File: config.mk
export PLATFORM = sky130hd
export DESIGN_NAME = free_list
export DESIGN_NICKNAME = d
export VERILOG_FILES = /design/src/rtl/free_list_pkg.sv /design/src/rtl/free_list.sv
export SDC_FILE = /design/constraint.sdc
export NUM_CORES = 1
export LEC_CHECK = 0
export ABC_AREA = 1
export CELL_PAD_IN_SITES_DETAIL_PLACEMENT = 1
export CELL_PAD_IN_SITES_GLOBAL_PLACEMENT = 1
export CORE_MARGIN = 4
export CORE_UTILIZATION = 34
export DETAILED_ROUTE_END_ITERATION = 8
export PLACE_DENSITY_LB_ADDON = 0.12
export SETUP_SLACK_MARGIN = 0.02
export SKIP_LAST_GASP = 1
export SLEW_MARGIN = 20
export SYNTH_ARGS = -nofsm -noshare
export SYNTH_HDL_FRONTEND = slang
export SYNTH_SLANG_ARGS = --single-unit
File: constraint.sdc
create_clock -name clk -period 2.85 [get_ports clk]
set_input_delay 0.57 -clock clk [delete_from_list [all_inputs] [get_ports clk]]
set_output_delay 0.57 -clock clk [all_outputs]
set_load 0.01 [all_outputs]
File: src/rtl/free_list_pkg.sv
// rtl/free_list_pkg.sv - shared pipeline constants and free-list op decode type
package free_list_pkg;

    localparam int PL_NUM_PR   = 64;
    localparam int PL_NUM_ARCH = 32;
    localparam int PL_PR_W     = 6;
    localparam int PL_DEPTH    = PL_NUM_PR - PL_NUM_ARCH;

    // Per-cycle decision of which list operations take effect.
    typedef struct packed {
        logic pop;
        logic push;
        logic restore;
        logic err;
    } fl_ops_t;

endpackage

File: src/rtl/free_list.sv
// rtl/free_list.sv - physical-register free list with retire push and recovery restore
module free_list
    import free_list_pkg::*;
#(
    parameter int NUM_PR   = PL_NUM_PR,
    parameter int NUM_ARCH = PL_NUM_ARCH,
    parameter int PR_W     = PL_PR_W,
    parameter int DEPTH    = NUM_PR - NUM_ARCH
) (
    input  logic            clk,
    input  logic            rst,
    input  logic            alloc,
    output logic [PR_W-1:0] PR_new,
    input  logic            retire_reg,
    input  logic [PR_W-1:0] PR_old_RT,
    input  logic            old_valid_RT,
    input  logic            recover,
    input  logic            RegDest_out,
    input  logic [PR_W-1:0] PR_new_flush,
    output logic            empty,
    output logic            full,
    output logic [PR_W-1:0] free_count,
    output logic            fl_err
);

    localparam int PTR_W = (DEPTH > 1) ? $clog2(DEPTH) : 1;

    logic [PR_W-1:0]  entry [DEPTH];
    logic [PTR_W-1:0] head;
    logic [PTR_W-1:0] tail;
    logic [PTR_W-1:0] head_inc;
    logic [PTR_W-1:0] head_dec;
    logic [PTR_W-1:0] tail_inc;
    logic [PR_W-1:0]  count;
    logic [PR_W-1:0]  count_next;
    logic [PR_W:0]    count_after_push;
    logic             ret_pend;
    logic             err;
    logic             pop_req;
    logic             push_req;
    logic             rest_req;
    fl_ops_t          ops;

    // Wrap explicitly so a non-power-of-two DEPTH still behaves as a ring.
    assign head_inc = (head == PTR_W'(DEPTH - 1)) ? '0 : head + 1'b1;
    assign head_dec = (head == '0) ? PTR_W'(DEPTH - 1) : head - 1'b1;
    assign tail_inc = (tail == PTR_W'(DEPTH - 1)) ? '0 : tail + 1'b1;

    assign pop_req  = alloc && !recover;
    assign push_req = ret_pend && old_valid_RT;
    assign rest_req = recover && RegDest_out;

    always_comb begin
        ops              = '0;
        ops.pop          = pop_req && !empty;
        ops.push         = push_req && !full;
        count_after_push = {1'b0, count} + (PR_W+1)'(ops.push);
        // A restore must still fit after a same-cycle retire push.
        ops.restore      = rest_req && (count_after_push < (PR_W+1)'(DEPTH));
        ops.err          = (pop_req && empty)
                        || (alloc && recover)
                        || (push_req && full)
                        || (rest_req && !ops.restore);
        count_next       = count + PR_W'(ops.push) + PR_W'(ops.restore) - PR_W'(ops.pop);
    end

    always_ff @(posedge clk) begin
        if (rst) begin
            for (int i = 0; i < DEPTH; i++) begin
                entry[i] <= PR_W'(NUM_ARCH + i);
            end
            head     <= '0;
            tail     <= '0;
            count    <= PR_W'(DEPTH);
            ret_pend <= 1'b0;
            err      <= 1'b0;
        end else begin
            ret_pend <= retire_reg;
            if (ops.push) begin
                entry[tail] <= PR_old_RT;
                tail        <= tail_inc;
            end
            // Pop and restore are exclusive: pop is blocked while recover is high.
            if (ops.pop) begin
                head <= head_inc;
            end else if (ops.restore) begin
                entry[head_dec] <= PR_new_flush;
                head            <= head_dec;
            end
            count <= count_next;
            if (ops.err) begin
                err <= 1'b1;
            end
        end
    end

    assign PR_new     = entry[head];
    assign free_count = count;
    assign empty      = (count == '0);
    assign full       = (count == PR_W'(DEPTH));
    assign fl_err     = err;

endmodule

* Yosys cells after proc, flatten, opt, wreduce, memory -nomap -nowiden
Memory sizes are Yosys's and may differ from the RTL's. A register that Yosys moved wholly into a read port is not among the register bits.
Index checks and enable logic that the tools add are counted.
** Word-level totals
- Register bits after elaboration :: 18
- Memory bits (writable) :: 192
- Input port bits :: 19
- Output and inout port bits :: 15
- Word-level logic and storage cells :: 61
- Memories kept :: 1
** Memories
- entry :: words 32, width 6, rd ports 1, clocked after memory_dff 1, wr ports 32, RTL line free_list.sv:28 : logic [PR_W-1:0] entry [DEPTH];
** Operators by class
- $add $sub $neg :: 7
- Order comparisons :: 1
- Equality and inequality tests :: 3
- Muxes and demuxes :: 22
- Reduce and logical (&&, ||, !) cells :: 22
** Operator list (number)
- 2-to-1 mux 5 bit :: 9
- adder 6 x 1 -> 6 bit :: 2
- 2-to-1 mux 6 bit :: 2
- OR reduction 6 bit :: 2
- 2-to-1 mux 1 bit :: 11
- adder 5 x 1 -> 5 bit, second input constant :: 2
- == test 5 bit, second input constant :: 2
- logical AND 1 bit :: 10
- adder 6 x 1 -> 7 bit :: 1
- < comparator 7 x 6 -> 1 bit, second input constant :: 1
- == test 6 bit, second input constant :: 1
- zero test 6 bit :: 1
- subtractor 6 x 1 -> 6 bit :: 1
- zero test 5 bit :: 1
- subtractor 5 x 1 -> 5 bit, second input constant :: 1
- zero test 1 bit :: 4
- logical OR 1 bit :: 3
- nonzero test 2 bit :: 1

* Logic depth before layout (Yosys ltp)
Gate-level depths: netlist (run 1).
- Depth after elaboration :: 12
- Gate-level depth with buffers :: 18
- Depth with buffers taken out :: 18

* Least setup slack after synthesis (run 1)
No wires, ideal clock.
- Path type :: register to register
- From :: register count[2] (netlist: free_count[2])
- To :: register count[4] (netlist: free_count[4])
- Library setup time :: 0.119 ns
- Arrival :: 2.777 ns
- Data required time :: 2.731 ns
- Slack :: -0.046 ns
- Cell stages (with the launch flop) :: 18
- Buffers on the path :: 0
- Clock period less this slack :: 2.896 ns
- Path through :: dfxtp_1 > inv_1 > ha_1 > nand3_2 > nand2_2 > nor2_1 > nand2_1 > nand4_1 > ha_1 > inv_1 > fa_1 > fa_1 > nand2_1 > inv_1 > o21ai_0 > nand2_1 > o21ai_0 > a21oi_1
** Between the ends
- Longest elaborated chain between the ends :: 8
** RTL lines
- start, declared :: RTL line free_list.sv:34 : logic [PR_W-1:0] count;
- start signal, assigned :: RTL line free_list.sv:74 : count <= PR_W'(DEPTH);
- start signal, assigned :: RTL line free_list.sv:90 : count <= count_next;
- == test 6 bit :: RTL line free_list.sv:100 : assign full = (count == PR_W'(DEPTH));
- zero test 1 bit :: RTL line free_list.sv:56 : ops.push = push_req && !full;
- logical AND 1 bit :: RTL line free_list.sv:56
- adder 6 x 1 -> 7 bit :: RTL line free_list.sv:57 : count_after_push = {1'b0, count} + (PR_W+1)'(ops.push);
- < comparator 7 x 6 -> 1 bit :: RTL line free_list.sv:59 : ops.restore = rest_req && (count_after_push < (PR_W+1)'(DEPTH));
- logical AND 1 bit :: RTL line free_list.sv:59
- adder 6 x 1 -> 6 bit :: RTL line free_list.sv:64 : count_next = count + PR_W'(ops.push) + PR_W'(ops.restore) - PR_W'(ops.pop);
- subtractor 6 x 1 -> 6 bit (*) :: RTL line free_list.sv:64
Every way passes the cells marked *; elsewhere a longest branch is shown, timed or not.
A chain may end at the register's enable or synchronous reset.

==> flow_summary.yaml, run 1 <==
logic_synthesis:
  synthTopCellsByArea: "edfxtp_1 (44%), nand2_1 (19%), nand3_1 (7.9%)"
  netlist_top_cells_count: "nand2_1 (644), nand3_1 (205), edfxtp_1 (192)"
  syn_area_um2: 13000
  synth-seq-cells: 215
  syn_inst: 1714
  ys_types: 37
  yosys_most_used_dff: "edfxtp_1"
  synthMostInstantiatedCell: "nand2_1"
  syn_area_per_cell_um2: 7.61
  syn_nets: 1761
  synth-seq-area-share_pct: 47.7
  async_reset_ff_share_pct: 0
  synth_top_area_cell: "edfxtp_1"
  synth_warnings: 0
  synth-edff-count: 192
  synth_top_area_share_pct: 44.2
grt:
  grt_usage_pct: 24.3
  grt_pass1_wl_mm: 77.1
  grt_pass1_vias: 12700
  grt_max_degree: 33
  gr-total-overflow: 0
  antenna_found_initial: 0
floorplan:
  die_h_um: 204
  dieArea_um2: 41600
  die_x_um: 204
  rows: 71
  initial_core_util_pct: 34.6
  io-pin-count: 34
  core_area_um2: 37800
cells_and_area:
  final-seq-area_um2: 6240
  fillers: 4462
  stdcell_count: 2393
  finalNetCount: 1909
  multi_input_area_um2: 6410
  drive_gt1_share_pct: 21.5
  finalCoreUtilization_pct: 44.4
  diodes: 0
  syn2layout_area_growth_pct: 28.6
route:
  dr.first_iter.drc_count: 789
  vias: 12400
  vias_per_cell: 5.18
  routed_wl_mm: 51.5
  wl_per_cell_um: 21.5
  post-route-drc-count: 0
  drt-pass1-iter-count: 5
  ant_nets: 0
power:
  combinationalPowerShare_pct: 34.3
  power.internal_uw: 7150
  power.share.clock_pct: 32.5
  ir_worst_vdd_uv: 521
  powerDensity_nw_per_um2: 663
  p_leak_uw: 0.00668
  power_uw: 11100
  seq_power_share_pct: 33.2
  swShare_pct: 35.7
  p_switching_uw: 3970
timing:
  hold_slack_ps: 530
  fin_crit_sh_pct: 99.8
  max_freq_ghz: 0.351
  slew_viol_final: 0
  rsz0062_at_grt: "true"
  min_period_ps: 2850
  fin_skew_ps: 19.5
  relSlewSlack_pct: 54.4
  setup_viol: 0
  worst_slew_pin_slew_ps: 683
  finalHoldViolations: 0
critical_path:
  worst_setup_path_start_kind: "register"
  crit_path_max_fanout: 7
  critPathCaptureType: "output port"
  path_class: "register to output port"
  r2r_setup_slack_ps: 190
  crit_required_ps: 2280
  worst_ep_arrival_time_ps: 2280
placement:
  hpwlAfterDp_mm: 34.0
  gp_congestion: 0.828
  port_buffers: 33
  dp_cells: 2324
cts:
  clkLatencyLatePin_ps: 570
  clkSlewWorstSetupHoldPaths_ps: 60
  root_buffer: "clkbuf_16"
  ctsHoldBuffers: 0
  cts_sinks: 215
  h-tree-depth: 1
  cts_buffer_depth: 3
  cts_buffers: 27
  cts_tree: "done"
run_status:
  outcome: "complete, no violations"
run:
  cap_viol_max_count: 0
min_path:
  min_path_type: "register to register"
final cells by class:
type / instances / area share [%]
Tap cell: 511 / 3.81
Multi-Input combinational cell: 1290 / 38.2
Timing Repair Buffer: 224 / 12.9
Clock inverter: 19 / 1.32
Sequential cell: 215 / 37.2
Clock buffer: 30 / 4.10
Inverter: 104 / 2.47
stage by stage:
step / setup slack, ps / area, µm² / setup TNS (ps)
after detailed placement: -470 / 15000 / -84710
after global routing: -69.9 / 16800 / -308
after floorplan: 57.7 / 13100 / 0
after global placement: -498 / 15000 / -60610
final: 4.47 / 16800 / 0
after CTS: 4.95 / 16300 / 0
power by group through the flow:
stage	sequential [µW]	clock, µW	combinational, µW
global placement	3740	0	3180
CTS	3690	3670	3520
floorplan	3720	0	1810
finish	3690	3610	3810
detailed placement	3740	0	3220
global route	3710	3800	4120
critical path: stages (launching register included):
cell and delay [ps]:
dfxtp_4 430, buf_12 180, buf_16 150, nand2_1 70
nand3_1 100, nand3_1 100, a21oi_2 280, nor2_4 70
a21oi_2 160, buf_2 160
metal layers:
layer,up-vias,routed length [µm],GRT usage (%)
met2,282,25600,42.7
met5,-,0,0
met3,76,2350,2.36
met4,0,1080,5.93
li1,5960,-,-
met1,6071,22500,32.5
logic make-up (layout without fill, tap and decap cells):
family          count (synthesis)  after routing  synth area share, %
simple gates                 1042           1042                 33.8
fa+ha+maj                      28             28                 2.80
flops                         215            215                 47.7
buf+inv                       209            377                 6.57
xor+xnor                        5              5                0.393
compound gates                215            215                 8.68
registers in the layout (all words and copies together), names as in the netlist, named ones only:
register,count
fl_err,1
free_count,6
ret_pend,1
head,5
tail,5
entry,192
layout by cell type, fill, tap and decap left out, types with 13 or more instances in the layout:
cell type / n
nand3_1: 161
edfxtp_1: 192
inv_2: 13
nand2_4: 13
inv_1: 84
nand2_2: 23
o21ai_1: 32
clkdlybuf4s50_1: 27
nand3_2: 47
o21ai_0: 117
ha_1: 23
o211ai_1: 15
nand2_1: 622
a21oi_2: 19
nor2_1: 131
a21oi_1: 24
dfxtp_1: 16
nor2_2: 17
buf_12: 14
buf_4: 156
clkbuf_16: 31
worst paths after layout:
kind	startpoint	endpoint	cells past startpoint
max	register	PR_new[3]	9
min	tail[0]	tail[0]	2
max reg2reg	free_count[4]	free_count[4]	17
min reg2reg	tail[0]	tail[0]	2
timing repair:
| item | CTS | global route |
|---|---|---|
| endpoints found under the setup margin | 7 | 165 |
| gates cloned | 6 | 4 |
| pin swaps | 7 | 32 |
| setup buffers | 4 | 7 |
| resized for setup | 79 | 90 |
(Power assumes the default switching activity.)
==> run 2: changes to the inputs <==
--- a/config.mk
+++ b/config.mk
@@ -13,7 +13,6 @@
 export DETAILED_ROUTE_END_ITERATION = 8
 export PLACE_DENSITY_LB_ADDON = 0.12
 export SETUP_SLACK_MARGIN = 0.02
-export SKIP_LAST_GASP = 1
 export SLEW_MARGIN = 20
 export SYNTH_ARGS = -nofsm -noshare
 export SYNTH_HDL_FRONTEND = slang
==> run 2 against run 1 <==
Against the previous run:
- register-to-register slack about the same
- utilization up 0.13 points
- non-clock buffer count did not move
- critical endpoint unchanged
- first-iteration DRC count rose by 4.4%
- die area did not move
- critical path depth stayed put
- sequential power is essentially flat
- fmax increased by 1.3%
==> flow_summary.yaml, run 2 (synthesized netlist as in run 1, its figures left out) <==
cts:
  cts_buffer_depth: 3
  clkSlewWorstSetupHoldPaths_ps: 60
  ctsHoldBuffers: 0
  cts_buffers: 27
  root_buffer: "clkbuf_16"
  clkLatencyLatePin_ps: 570
  cts_sinks: 215
  cts_tree: "done"
  h-tree-depth: 1
power:
  power_uw: 11200
  p_leak_uw: 0.00669
  ir_worst_vdd_uv: 523
  powerDensity_nw_per_um2: 663
placement:
  gp_congestion: 0.828
  place_area_um2: 15000
  dp_cells: 2324
  port_buffers: 33
  hpwlAfterDp_mm: 34.0
critical_path:
  path_class: "register to output port"
  crit_path_max_fanout: 7
  critPathCaptureType: "output port"
  crit_required_ps: 2280
  worst_setup_path_start_kind: "register"
  worst_ep_arrival_time_ps: 2240
timing:
  worst_slew_pin_slew_ps: 691
  max_freq_ghz: 0.356
  fin_crit_sh_pct: 98.5
  min_period_ps: 2810
  fin_skew_ps: 20.9
  finalHoldViolations: 0
  relSlewSlack_pct: 53.9
  setup_viol: 0
  rsz0062_at_grt: "true"
  tns_ps: 0
  slew_viol_final: 0
floorplan:
  io-pin-count: 34
  dieArea_um2: 41600
  initial_core_util_pct: 34.6
  die_x_um: 204
  rows: 71
  die_h_um: 204
  core_area_um2: 37800
cells_and_area:
  largest_reg_flops: 192
  finalInstanceArea_um2: 16800
  final_common_cell: "nand2_1"
  syn2layout_area_growth_pct: 28.9
  top_register: "entry"
  stdcell_count: 2393
  final_cell_mix: "nand2_1 (619), edfxtp_1 (192), buf_4 (156), nand3_1 (155), nor2_1 (131)"
  finalCoreUtilization_pct: 44.6
  finalNetCount: 1909
  drive_gt1_share_pct: 22.0
  diodes: 0
min_path:
  min_path_type: "primary input to register"
run:
  cap_viol_max_count: 0
route:
  routed_wl_mm: 51.5
  drt-pass1-iter-count: 5
  vias: 12400
  wl_per_cell_um: 21.5
  dr.first_iter.drc_count: 824
  ant_nets: 0
  post-route-drc-count: 0
  vias_per_cell: 5.18
grt:
  gr-total-overflow: 0
  grt_max_degree: 33
  grt_pass1_vias: 12700
  grt_usage_pct: 24.3
  antenna_found_initial: 0
  grt_pass1_wl_mm: 77.1
run_status:
  outcome: "complete, no violations"
[run 2: cell types whose count changed in the layout (fill, tap and decap cells not counted), moves of 2 or more]
cell,previous run,this run
nand3_1,161,155
nand3_2,47,53
nand2_1,622,619
nand2_2,23,25
[run 2: final cells by class]
type | instances | area, µm²
Clock buffer | 30 | 687
Clock inverter | 19 | 221
Fill cell | 4459 | 20900
Inverter | 104 | 414
Multi-Input combinational cell | 1290 | 6460
Sequential cell | 215 | 6240
Tap cell | 511 | 639
Timing Repair Buffer | 224 | 2160
[run 2: worst max-delay path, stage by stage, from the launching register on]
cell	delay, ps
dfxtp_4	430
buf_12	170
buf_16	140
nand2_1	70
nand3_1	100
nand3_1	100
a21oi_2	280
nor2_4	70
a21oi_2	140
buf_2	150
[run 2: what timing repair did]
item	4_1_cts	5_1_grt
pin swaps	7	32
gates cloned	6	4
endpoints found under the setup margin	7	165
gates resized for setup	79	102
setup buffers	4	7
[run 2: path summary, 6_finish.rpt]
check | from | endpoint | slack, ps | cells after the start
max | register | PR_new[3] | 40 | 9
min | retire_reg | ret_pend | 530 | 3
max reg2reg | free_count[4] | free_count[4] | 190 | 17
min reg2reg | tail[0] | tail[0] | 530 | 2
[run 2: power breakdown]
group,total [µW],internal (µW),switching (µW)
registers,3690,3560,132
clock network,3630,2180,1450
logic,3830,1420,2410
[run 2: per-layer routing]
| layer | global-route usage, % | part of all wire, % | vias to the layer above |
|---|---|---|---|
| met2 | 42.7 | 50 | 289 |
| li1 | - | - | 5958 |
| met5 | 0 | 0 | - |
| met4 | 5.93 | 2.0 | 0 |
| met1 | 32.5 | 43 | 6066 |
| met3 | 2.36 | 4.8 | 71 |
[run 2: per-stage QoR]
stage / hold WS [ps] / setup slack (ps)
2_1_floorplan: 485 / 57.7
3_3_place_gp: 506 / -498
3_5_place_dp: 526 / -470
4_1_cts: 523 / 4.95
5_1_grt: 530 / -60.2
6_report: 530 / 41.4
==> edit (config.mk and constraints of run 2) <==
The package constant `PL_NUM_ARCH` goes from 32 to 16.
--- a/src/rtl/free_list_pkg.sv
+++ b/src/rtl/free_list_pkg.sv
@@ -3,5 +3,5 @@
 
     localparam int PL_NUM_PR   = 64;
-    localparam int PL_NUM_ARCH = 32;
+    localparam int PL_NUM_ARCH = 16;
     localparam int PL_PR_W     = 6;
     localparam int PL_DEPTH    = PL_NUM_PR - PL_NUM_ARCH;
Behaviour: not the same (a bounded check fails within 4 cycles, from zero or initial values and one cycle with rst high).
==> edit against run 2 <==
  * The flow now finishes with violations (setup timing)
  * Cell area grew 94%
  * Wire length grew 110%
  * Sequential cell count grew 195
  * Setup slack lost 0.48 ns
  * Synthesized cell count grew 83%
  * Count of clock-buffer cells in the layout grew 34
  * Power grew 76%
  * Critical path depth grew 1
  * Synthesized area grew 83%
  * Critical path type unchanged
  * Highest routed layer unchanged
==> edit: results (changes against run 2) <==
setup_path:
  reg2reg_from: "free_count[3]"  # was free_count[4]
  cp_data_arrival_time_ns: 2.72  # was 2.24 ns
  crit_fanout: 8  # was 7
  r2r_cells: 22  # was 17
placed_design:
  placed_cell_area_um2: 27300  # was 15,000 um2
  dp_hpwl_mm: 69.7  # was 34.0 mm
  place.gp.congestion: 0.899  # was 0.828
sta:
  setup_viol: 87  # was 0
  timing.hold.ws_ns: 0.466  # was 0.530 ns
  worstMarginPinSlew_ns: 1.13  # was 0.691 ns
  finalWorstSetupSlack_ns: -0.436  # was 0.0414 ns
detailed_routing:
  wl_met2_mm: 50.9  # was 25.6 mm
  viasPerCell: 5.51  # was 5.18
  wl_met1_mm: 46.9  # was 22.4 mm
min_path:
  hold_end: "entry[36][4]"  # was ret_pend
synthesis:
  synth_edf_count: 384  # was 192
  syn_nets: 3170  # was 1,761
  synth-seq-area-share: 0.505  # was 0.477
  synth.area.top_cells: "edfxtp_1 (48%), nand2_1 (18%), nand3_1 (7.3%), o21ai_0 (5.9%), nor2_1 (3.4%)"  # was edfxtp_1 (44%), nand2_1 (19%), nand3_1 (7.9%), o21ai_0 (4.6%), nor2_1 (4.0%)
finish:
  fin_cells: 4374  # was 2,393
  fin_nets: 3442  # was 1,909
  largest_reg_flops: 384  # was 192
power:
  leakagePower_nw: 11.8  # was 6.69 nW
  ir_worst_vdd_mv: 0.421  # was 0.523 mV
clock_tree:
  cts_buffers: 51  # was 27
  cts_setup_buffers: 20  # was 4
outcome:
  status: "complete, but fails checks"  # was finished clean
  violations: "setup timing"
grt:
  grtUsageMet1: 0.384  # was 0.325
-- edit: cell count changes in the layout (fill, tap and decap cells not counted), moves of 89 or more --
cell,before,now
o21ai_2,0,97
nand2_1,619,990
inv_1,84,176
edfxtp_1,192,384
nand3_1,155,274
buf_4,156,245
nand2_2,25,124
-- edit: cell type report --
| type | count | area, um2 | share of cell area |
|---|---|---|---|
| Timing Repair Buffer | 446 | 4580 | 0.140 |
| Inverter | 228 | 918 | 0.0282 |
| Clock inverter | 27 | 305 | 0.00936 |
| Tap cell | 931 | 1160 | 0.0357 |
| Sequential cell | 410 | 12100 | 0.370 |
| Timing Repair inverter | 2 | 20.0 | 0.000614 |
| Multi-Input combinational cell | 2266 | 12200 | 0.374 |
| Clock buffer | 64 | 1370 | 0.0419 |
-- edit: power breakdown --
part	internal, W	total [W]	switching (W)
sequential	0.00674	0.00688	0.000142
combinational	0.00203	0.00607	0.00404
clock	0.00400	0.00670	0.00270
